## src/rtl/uart_pkg.sv

```systemverilog
// Shared UART definitions: parity-mode codes, character-FSM state type and
// the clocks-per-bit helper used to size bit-period counters.
package uart_pkg;

  localparam int unsigned PAR_NONE = 0;
  localparam int unsigned PAR_ODD  = 1;
  localparam int unsigned PAR_EVEN = 2;

  typedef enum logic [2:0] {
    IDLE,
    START,
    DATA,
    PAR,
    STOP
  } char_state_t;

  // Core clocks per serial bit (integer division, truncating).
  function automatic int unsigned clks_per_bit(input int unsigned hz, input int unsigned baud);
    return hz / baud;
  endfunction

endpackage

```

## src/rtl/uart_char_rx.sv

```systemverilog
// Single-character UART receiver: 2-FF synchroniser, 3-sample majority vote
// around mid-bit, and the IDLE/START/DATA/PAR/STOP character FSM.
// Ports:
//   clk, rst_n    clock, synchronous active-low reset
//   rx            raw serial input (idle high)
//   char_valid_c  pulse at the stop-bit vote of an accepted character
//   char_data     received data bits (LSB = first bit on the line)
//   char_perr     parity mismatch of the current character
//   char_ferr_c   pulse at the stop-bit vote when the stop bit is 0
//   line_idle     FSM is in IDLE
//   start_edge_c  armed falling edge seen in IDLE
//   start_ok_c    start bit confirmed low at its vote point
module uart_char_rx
  import uart_pkg::*;
#(
  parameter int unsigned CPB    = 434,
  parameter int unsigned DWIDTH = 8,
  parameter int unsigned PARITY = PAR_NONE
) (
  input  logic              clk,
  input  logic              rst_n,
  input  logic              rx,
  output logic              char_valid_c,
  output logic [DWIDTH-1:0] char_data,
  output logic              char_perr,
  output logic              char_ferr_c,
  output logic              line_idle,
  output logic              start_edge_c,
  output logic              start_ok_c
);

  localparam int unsigned CW     = (CPB > 1) ? $clog2(CPB) : 1;
  localparam int unsigned BW     = (DWIDTH > 1) ? $clog2(DWIDTH) : 1;
  localparam int unsigned HALF   = CPB / 2;
  localparam logic        ODD    = (PARITY == PAR_ODD);
  localparam logic        PAR_EN = (PARITY == PAR_ODD) || (PARITY == PAR_EVEN);

  logic              rx_meta, rx_sync, rx_prev;
  char_state_t       state, state_d;
  logic [CW-1:0]     cnt, cnt_d;
  logic [BW-1:0]     bitn, bitn_d;
  logic              s0, s0_d, s1, s1_d;
  logic [DWIDTH-1:0] shreg, shreg_d;
  logic              perr_bit, perr_d;
  logic              wait_high, wait_d;

  logic fall, vote, vote_pt, bit_end;

  assign fall    = rx_prev & ~rx_sync;
  assign vote    = (s0 & s1) | (s0 & rx_sync) | (s1 & rx_sync);
  assign vote_pt = (cnt == CW'(HALF + 1));
  assign bit_end = (cnt == CW'(CPB - 1));

  assign char_data = shreg;
  assign char_perr = perr_bit;

  // State and datapath registers; synchroniser resets to the idle level.
  always_ff @(posedge clk) begin
    if (!rst_n) begin
      rx_meta   <= 1'b1;
      rx_sync   <= 1'b1;
      rx_prev   <= 1'b1;
      state     <= IDLE;
      cnt       <= '0;
      bitn      <= '0;
      s0        <= 1'b1;
      s1        <= 1'b1;
      shreg     <= '0;
      perr_bit  <= 1'b0;
      wait_high <= 1'b0;
      line_idle <= 1'b1;
    end else begin
      rx_meta   <= rx;
      rx_sync   <= rx_meta;
      rx_prev   <= rx_sync;
      state     <= state_d;
      cnt       <= cnt_d;
      bitn      <= bitn_d;
      s0        <= s0_d;
      s1        <= s1_d;
      shreg     <= shreg_d;
      perr_bit  <= perr_d;
      wait_high <= wait_d;
      line_idle <= (state_d == IDLE);
    end
  end

  // Next-state and strobe logic.
  always_comb begin
    state_d      = state;
    cnt_d        = bit_end ? '0 : cnt + CW'(1);
    bitn_d       = bitn;
    s0_d         = (cnt == CW'(HALF - 1)) ? rx_sync : s0;
    s1_d         = (cnt == CW'(HALF)) ? rx_sync : s1;
    shreg_d      = shreg;
    perr_d       = perr_bit;
    wait_d       = wait_high & ~rx_sync;
    char_valid_c = 1'b0;
    char_ferr_c  = 1'b0;
    start_edge_c = 1'b0;
    start_ok_c   = 1'b0;

    case (state)
      IDLE: begin
        cnt_d = '0;
        // After a framing error the line must return high before re-arming.
        if (!wait_high && fall) begin
          state_d      = START;
          start_edge_c = 1'b1;
        end
      end
      START: begin
        if (vote_pt) begin
          if (vote) state_d = IDLE;
          else      start_ok_c = 1'b1;
        end
        if (bit_end) begin
          state_d = DATA;
          bitn_d  = '0;
          perr_d  = 1'b0;
        end
      end
      DATA: begin
        if (vote_pt) shreg_d = {vote, shreg[DWIDTH-1:1]};
        if (bit_end) begin
          if (bitn == BW'(DWIDTH - 1)) state_d = PAR_EN ? PAR : STOP;
          else                         bitn_d  = bitn + BW'(1);
        end
      end
      PAR: begin
        if (vote_pt) perr_d = vote ^ (^shreg) ^ ODD;
        if (bit_end) state_d = STOP;
      end
      STOP: begin
        // Decide at the vote point so the next start edge is caught early.
        if (vote_pt) begin
          state_d = IDLE;
          if (vote) begin
            char_valid_c = 1'b1;
          end else begin
            char_ferr_c = 1'b1;
            wait_d      = 1'b1;
          end
        end
      end
      default: state_d = IDLE;
    endcase
  end

endmodule

```

## src/rtl/uart_packet_sink.sv

```systemverilog
// UART packet sink: assembles BYTES received characters into one packet word,
// reporting parity, framing and inter-byte timeout conditions.
// Ports:
//   iCLOCK   clock (rising edge)
//   iNRESET  synchronous active-low reset
//   iRX      asynchronous serial input, idle high
//   oRECEPT  packet in progress
//   oDONE    one-cycle pulse, complete packet on oFDATA
//   oFDATA   last completed packet, first character in the LSB lane
//   oPERR    sticky parity error of the packet, qualified by oDONE
//   oFERR    one-cycle pulse, framing error (packet aborted)
//   oTOUT    one-cycle pulse, inter-byte timeout (packet aborted)
module uart_packet_sink
  import uart_pkg::*;
#(
  parameter int unsigned SCYCLE       = 50000000,
  parameter int unsigned BAUDRATE     = 115200,
  parameter int unsigned DWIDTH       = 8,
  parameter int unsigned BYTES        = 8,
  parameter int unsigned PARITY       = 0,
  parameter int unsigned TIMEOUT_BITS = 32
) (
  input  logic                    iCLOCK,
  input  logic                    iNRESET,
  input  logic                    iRX,
  output logic                    oRECEPT,
  output logic                    oDONE,
  output logic [BYTES*DWIDTH-1:0] oFDATA,
  output logic                    oPERR,
  output logic                    oFERR,
  output logic                    oTOUT
);

  localparam int unsigned CPB      = clks_per_bit(SCYCLE, BAUDRATE);
  localparam int unsigned FW       = BYTES * DWIDTH;
  localparam int unsigned CNTW     = (BYTES > 1) ? $clog2(BYTES) : 1;
  localparam int unsigned TOUT_CYC = TIMEOUT_BITS * CPB;
  localparam int unsigned IW       = $clog2(TOUT_CYC + 1);

  logic              char_valid_c, char_ferr_c, char_perr;
  logic              line_idle, start_edge_c, start_ok_c;
  logic [DWIDTH-1:0] char_data;

  logic [CNTW-1:0]   byte_cnt;
  logic [FW-1:0]     shadow, shadow_next;
  logic              perr_q;
  logic [IW-1:0]     idle_cnt;
  logic              last_c;

  uart_char_rx #(
    .CPB    (CPB),
    .DWIDTH (DWIDTH),
    .PARITY (PARITY)
  ) u_char_rx (
    .clk          (iCLOCK),
    .rst_n        (iNRESET),
    .rx           (iRX),
    .char_valid_c (char_valid_c),
    .char_data    (char_data),
    .char_perr    (char_perr),
    .char_ferr_c  (char_ferr_c),
    .line_idle    (line_idle),
    .start_edge_c (start_edge_c),
    .start_ok_c   (start_ok_c)
  );

  assign last_c = (byte_cnt == CNTW'(BYTES - 1));

  // Shadow word with the incoming character placed in its lane.
  always_comb begin
    shadow_next = shadow;
    for (int unsigned k = 0; k < BYTES; k++) begin
      if (byte_cnt == CNTW'(k)) shadow_next[k*DWIDTH +: DWIDTH] = char_data;
    end
  end

  // Packet assembly, idle timeout and status pulses.
  always_ff @(posedge iCLOCK) begin
    if (!iNRESET) begin
      oRECEPT  <= 1'b0;
      oDONE    <= 1'b0;
      oFDATA   <= '0;
      oPERR    <= 1'b0;
      oFERR    <= 1'b0;
      oTOUT    <= 1'b0;
      byte_cnt <= '0;
      shadow   <= '0;
      perr_q   <= 1'b0;
      idle_cnt <= '0;
    end else begin
      oDONE <= 1'b0;
      oPERR <= 1'b0;
      oFERR <= 1'b0;
      oTOUT <= 1'b0;

      if (start_ok_c) oRECEPT <= 1'b1;

      if (char_ferr_c) begin
        oFERR    <= 1'b1;
        oRECEPT  <= 1'b0;
        byte_cnt <= '0;
        perr_q   <= 1'b0;
      end else if (char_valid_c) begin
        shadow <= shadow_next;
        if (last_c) begin
          oDONE    <= 1'b1;
          oPERR    <= perr_q | char_perr;
          oFDATA   <= shadow_next;
          oRECEPT  <= 1'b0;
          byte_cnt <= '0;
          perr_q   <= 1'b0;
        end else begin
          byte_cnt <= byte_cnt + CNTW'(1);
          perr_q   <= perr_q | char_perr;
        end
      end

      // A start edge on the threshold cycle wins over the timeout.
      if (byte_cnt == '0 || !line_idle || start_edge_c) begin
        idle_cnt <= '0;
      end else if (idle_cnt == IW'(TOUT_CYC - 1)) begin
        oTOUT    <= 1'b1;
        oRECEPT  <= 1'b0;
        byte_cnt <= '0;
        perr_q   <= 1'b0;
        idle_cnt <= '0;
      end else begin
        idle_cnt <= idle_cnt + IW'(1);
      end
    end
  end

endmodule

```

## config.mk

```make
export PLATFORM = sky130hd
export DESIGN_NAME = uart_packet_sink
export DESIGN_NICKNAME = d
export VERILOG_FILES = /design/src/rtl/uart_pkg.sv /design/src/rtl/uart_char_rx.sv /design/src/rtl/uart_packet_sink.sv
export SDC_FILE = /design/constraint.sdc
export NUM_CORES = 1
export LEC_CHECK = 0
export ABC_AREA = 1
export CELL_PAD_IN_SITES_DETAIL_PLACEMENT = 2
export CELL_PAD_IN_SITES_GLOBAL_PLACEMENT = 2
export CORE_AREA = 2 2 148 150
export DETAILED_ROUTE_END_ITERATION = 12
export DIE_AREA = 0 0 150 152
export PLACE_DENSITY_LB_ADDON = 0.1
export REMOVE_ABC_BUFFERS = 1
export SLEW_MARGIN = 0
export SYNTH_ARGS = -nofsm -noshare
export SYNTH_HDL_FRONTEND = slang
export SYNTH_SLANG_ARGS = --single-unit
```

## constraint.sdc

```tcl
create_clock -name iCLOCK -period 2.2 [get_ports iCLOCK]
set_clock_uncertainty 0.2 [all_clocks]
set_input_delay 0.55 -clock iCLOCK [delete_from_list [all_inputs] [get_ports iCLOCK]]
set_output_delay 0.55 -clock iCLOCK [all_outputs]
set_load 0.03 [all_outputs]
```

* Word level (Yosys, flattened, before mapping)
Index checks and enable logic that the tools add are counted.
** Storage, ports and cells
- Flip-flop bits (word level) :: 182
- Bits of input ports :: 3
- Output and inout bits :: 69
- Logic and storage cells :: 137
** Cells by class
- $add $sub $neg :: 4
- Eq/ne operators :: 21
- Muxes and demuxes :: 55
- Bitwise operators :: 14
- Reductions and logical operators :: 21
** Operators with widths (count)
- two-way mux 8 bit :: 8
- two-way mux 3 bit :: 16
- two-way mux 1 bit :: 28
- == test 9 x 8 -> 1 bit (second input constant) :: 3
- == test 3 bit (second input constant) :: 6
- case mux 3 bit (5 select lines) :: 1
- adder 14 x 1 -> 14 bit (second input constant) :: 1
- == test 14 bit (second input constant) :: 1
- == test 3 x 2 -> 1 bit (second input constant) :: 4
- adder 9 x 1 -> 9 bit (second input constant) :: 1
- == test 9 bit (second input constant) :: 1
- logical NOT 3 bit :: 3
- OR reduction 3 bit :: 3
- parity 8 bit :: 1
- adder 3 x 1 -> 3 bit (second input constant) :: 2
- == test 3 x 1 -> 1 bit (second input constant) :: 2
- != test 2 x 1 -> 1 bit (second input constant) :: 3
- case mux 3 bit (2 select lines) :: 1
- AND reduction 3 bit :: 2
- AND 1 bit :: 5
- inverter 1 bit :: 5
- AND reduction 2 bit :: 2
- AND reduction 4 bit :: 1
- nonzero test 2 bit :: 2
- 9 further kinds :: 13

* Logic depth before layout (Yosys ltp)
- Word-level depth :: 12
- Mapped depth :: 12
- Mapped depth without buffers :: 11

* Cells and area by module
Synthesis repeated with hierarchy kept, for this count alone.
** Unflattened totals
- Cells, all modules :: 1045
- Area total of the unflattened synthesis :: 7516.0 um2
** By module, submodules not included
- uart_packet_sink :: times used 1, cells each 804, area an instance 5848.1 um2, seq. area each 2862.7 um2
- uart_char_rx :: times used 1, cells each 241, area an instance 1667.8 um2, seq. area each 620.6 um2

* Worst setup path after synthesis
No wires, ideal clock.
- Path kind :: register to register
- Start point :: register u_char_rx.cnt[0]
- End point :: register oFDATA[10]
- Setup time :: 126 ps
- Arrival :: 1644 ps
- Required time :: 1874 ps
- Slack :: 230 ps
- Cell stages (with the launch flop) :: 13
- Path through :: dfxtp_1 inv_1 ha_1 inv_1 nor3_1 nand2_1 nor3_4 nand2_1 nand2_1 inv_2 buf_2 nand2_1 o21ai_1
** On the way
- Cells in the longest elaborated chain, start to end :: 5
** Ends and longest elaborated chain
- from (decl) :: line uart_char_rx.sv:40 : logic [CW-1:0] cnt, cnt_d;
- from (signal assigned) :: line uart_char_rx.sv:77 : cnt <= cnt_d;
- == test 9 x 8 -> 1 bit (*) :: line uart_char_rx.sv:51 : assign vote_pt = (cnt == CW'(HALF + 1));
- two-way mux 1 bit :: line uart_char_rx.sv:136 : if (vote_pt) begin
- two-way mux 1 bit :: line uart_char_rx.sv:103 : case (state)
- inverter 1 bit (no line)
- AND reduction 3 bit (no line) (*)
- to (signal assigned) :: line uart_packet_sink.sv:108 : oFDATA <= shadow_next;
- to (decl) :: line uart_packet_sink.sv:28 : output logic [BYTES*DWIDTH-1:0] oFDATA,
Mark *: on every way between the ends. The rest lies on a longest branch, timed or not.
A chain may end at the register's enable or synchronous reset.

* Final worst setup path
- Start point :: register u_char_rx.cnt[1]
- End point :: register perr_q
** On the way
- Cells in the longest elaborated chain, start to end :: 7
** Ends and longest elaborated chain
- == test 9 x 8 -> 1 bit (*) :: line uart_char_rx.sv:51
- two-way mux 1 bit :: line uart_char_rx.sv:136
- two-way mux 1 bit :: line uart_char_rx.sv:103
- two-way mux 1 bit :: line uart_packet_sink.sv:103 : end else if (char_valid_c) begin
- two-way mux 1 bit (*) :: line uart_packet_sink.sv:98 : if (char_ferr_c) begin
- two-way mux 1 bit :: line uart_packet_sink.sv:121 : end else if (idle_cnt == IW'(TOUT_CYC - 1)) begin
- two-way mux 1 bit (*) :: line uart_packet_sink.sv:119 : if (byte_cnt == '0 || !line_idle || start_edge_c) begin
- to (signal assigned) :: line uart_packet_sink.sv:114 : perr_q <= perr_q | char_perr;
- to (decl) :: line uart_packet_sink.sv:46 : logic perr_q;
Marked as above.

==> impl_metrics.tcl <==
set metrics [dict create \
    status "completed" \
    dp.cells 1240 \
    numCtsBuffers 17 \
    worstMarginPinSlew_ns 0.542 \
    ys_top_cells_by_area "dfxtp_1 50%, nand2_1 9.7%, nor2_1 8.7%" \
    hp-class "reg -> reg" \
    grt_start_max_net_pins 50 \
    die-area_mm2 0.0228 \
    finalSetupViolCount 0 \
    pin_count 72 \
    drv_cap 0 \
    drc 0 \
    period_share 0.994 \
    min_period_ns 2.19 \
    power.density_mw_per_mm2 680 \
    fin_ws_ns 0.0130 \
    synth.yosys.warnings 0 \
    cts_buffer_depth 2 \
    peakVddDrop_v 0.000525 \
    die_h_um 152 \
    fp.coreArea_mm2 0.0214 \
    crit_arrival_ns 2.34 \
    crit_path_start_kind "flop" \
    wl_per_cell_um 18.3 \
    io_buffers 71 \
    nets 1011 \
    maxSlewHeadroom 0.638 \
    n_antenna_cell 0 \
    synthDistinctLibCells 30 \
    cts_hold_buffers 0 \
    timing.critical_path.buf_inv 6 \
    cellLeakagePower_nw 3.93 \
    cp_slowest_stage_delay_ns 0.38 \
    worstSetupPathType "reg -> reg" \
    drtAntennaViolNets 0 \
    clkTransAtPathRegs_ns 0.07 \
    num_vias 6462 \
    routed_wl_um 23500 \
    cts_tree "built" \
    initial_core_util 0.323 \
    pre_cts_slack_ns -0.0790 \
    synth-seq-cells 174 \
    instances_no_fill 1288 \
    finalHoldViolCount 0 \
    rsz0062_at_grt "true" \
    fmax_ghz 0.457 \
    die_width_um 150 \
    dp_hpwl_um 14800 \
    cp_slowest_cell "dfxtp_1" \
    root_buffer "clkbuf_16" \
    final_layout_size_suffix_gt1_frac 0.112 \
    rows 54 \
    drtIter0Drc 317 \
    grt_pass1_vias 6894 \
    grt-ovfl-total 0 \
    postSynthAreaPerCell_um2 7.68 \
    gp_congestion 0.796 \
    end_kind "flop" \
    syn2layout_area_growth_pct 31.0 \
    power_mw 6.14 \
    worstPathCellList "ha_1, inv_1, nor3_2, nand2_2, nor3_4, buf_6, buf_6, buf_4, buf_4, a21o_1, inv_1, nor2_1" \
    dr.pass1.iters 4 \
    worstPathRequired_ns 2.35 \
    antenna_found_initial 0 \
    synth_area_mm2 0.00690 \
    crit_path_max_fanout 5 \
    clkLatencyLatePin_ns 0.43 \
    via_per_inst 5.02 \
    cts.sinks 174 \
    whs_ns 0.225 \
    grt_use_total 0.193 \
    grt_pass1_wl_um 35200 \
    cp_top_family "simple AND/OR/NAND/NOR gates" \
    yosys.area.top_type "dfxtp_1" \
    seq_area_frac_synth 0.505 \
    synthCells 898 \
    cts_max_level 4 \
    slew_viol_final 0 \
    synth_top_area_frac 0.505 \
    finalCoreUtilization 0.423 \
]
[synthesized netlist by cell type (all sizes together)]
library cell,count
inv,50
nand2,178
xnor2,3
or3,1
o22ai,2
a31o,1
ha,13
a21oi,72
nor4,2
or2,3
nand3,23
xor2,4
o21bai,1
nor3b,5
clkinv,8
nand4,4
a21o,1
dfxtp,174
o21ai,81
nor2,161
clkbuf,26
a211oi,58
buf,18
nor3,8
a31oi,1
[sequential cells by signal (all words and copies together) (netlist names), 3 cells and up]
signal	flops
u_char_rx.char_data	8
u_char_rx.bitn	3
idle_cnt	14
oFDATA	64
u_char_rx.cnt	9
shadow	56
u_char_rx.state	3
byte_cnt	3
[path summary, 6_finish.rpt]
kind	end	from	depth (start not counted)	slack, ns
setup / recovery	perr_q$_SDFF_PN0_	u_char_rx.cnt[1]$_SDFF_PP0_	12	0.01
hold reg to reg	u_char_rx.rx_sync$_SDFF_PN1_	u_char_rx.rx_meta$_SDFF_PN1_	1	0.23
hold / removal	u_char_rx.rx_sync$_SDFF_PN1_	u_char_rx.rx_meta$_SDFF_PN1_	1	0.23
setup reg to reg	perr_q$_SDFF_PN0_	u_char_rx.cnt[1]$_SDFF_PP0_	12	0.01
[repair_timing]
action / 4_1_cts / 5_1_grt
setup endpoints to repair: 44 / 150
gates cloned: 0 / 9
hold endpoints to repair: 0 / 0
pin swaps: 0 / 4
resized for setup: 43 / 55
buffers inserted: 0 / 7
[through the flow]
step	area (um^2)	TNS, ns
after global placement	8130	0
after detailed placement	8130	-0.0790
after global routing	9040	-2.96
after CTS	8630	0
final	9040	0
after floorplan	6710	-215.83
[power breakdown]
part           total (mW)  internal (mW)  switching, mW  leakage [nW]
sequential           3.15           3.15        0.00242          1.40
clock                2.87           1.50           1.37         0.270
combinational       0.121         0.0402         0.0808          2.26
[cell type report]
| cell class | instances | area, um^2 |
|---|---|---|
| Tap cell | 280 | 350 |
| Fill cell | 2404 | 12300 |
| Sequential cell | 174 | 3480 |
| Clock buffer | 18 | 439 |
| Inverter | 58 | 220 |
| Clock inverter | 14 | 108 |
| Timing Repair Buffer | 122 | 1340 |
| Multi-Input combinational cell | 622 | 3100 |
[routing by layer]
layer / global-route usage / wire [um] / up-vias
li1: - / - / 3167
met1: 0.230 / 9990 / 3210
met2: 0.356 / 12800 / 64
met3: 0.0252 / 446 / 21
met4: 0.0620 / 282 / 0
met5: 0 / 0 / -
[cells in the final DEF, fill, tap and decap left out, drive strengths merged, types with 8 or more instances in the layout]
| cell | netlist | final |
|---|---|---|
| a211oi | 58 | 58 |
| a21oi | 72 | 72 |
| buf | 18 | 46 |
| clkbuf | 26 | 23 |
| clkinv | 8 | 13 |
| dfxtp | 174 | 174 |
| dlygate4sd2 | 0 | 40 |
| dlymetal6s2s | 0 | 27 |
| ha | 13 | 13 |
| inv | 50 | 57 |
| nand2 | 178 | 178 |
| nand3 | 23 | 23 |
| nor2 | 161 | 161 |
| nor3 | 8 | 8 |
| o21ai | 81 | 81 |
[kinds of logic (layout without fill, tap and decap cells)]
group                    after synthesis  after routing  share of synthesized area
flip-flops                           174            174                      0.505
buffers and inverters                102            212                     0.0586
AO/OA/AOI/OAI                        217            217                      0.180
adder cells (fa/ha/maj)               13             13                     0.0236
XOR/XNOR                               7              7                    0.00889
AND/OR/NAND/NOR                      385            385                      0.224
[worst register-to-register path, cell delays in order, from the launching register on]
cell and delay [ns]:
dfxtp_1 0.38, ha_1 0.17, inv_1 0.06, nor3_2 0.12, nand2_2 0.13, nor3_4 0.25
buf_6 0.13, buf_6 0.14, buf_4 0.14, buf_4 0.10, a21o_1 0.11, inv_1 0.05
nor2_1 0.13
No activity file was read; power rests on OpenSTA's default activity.
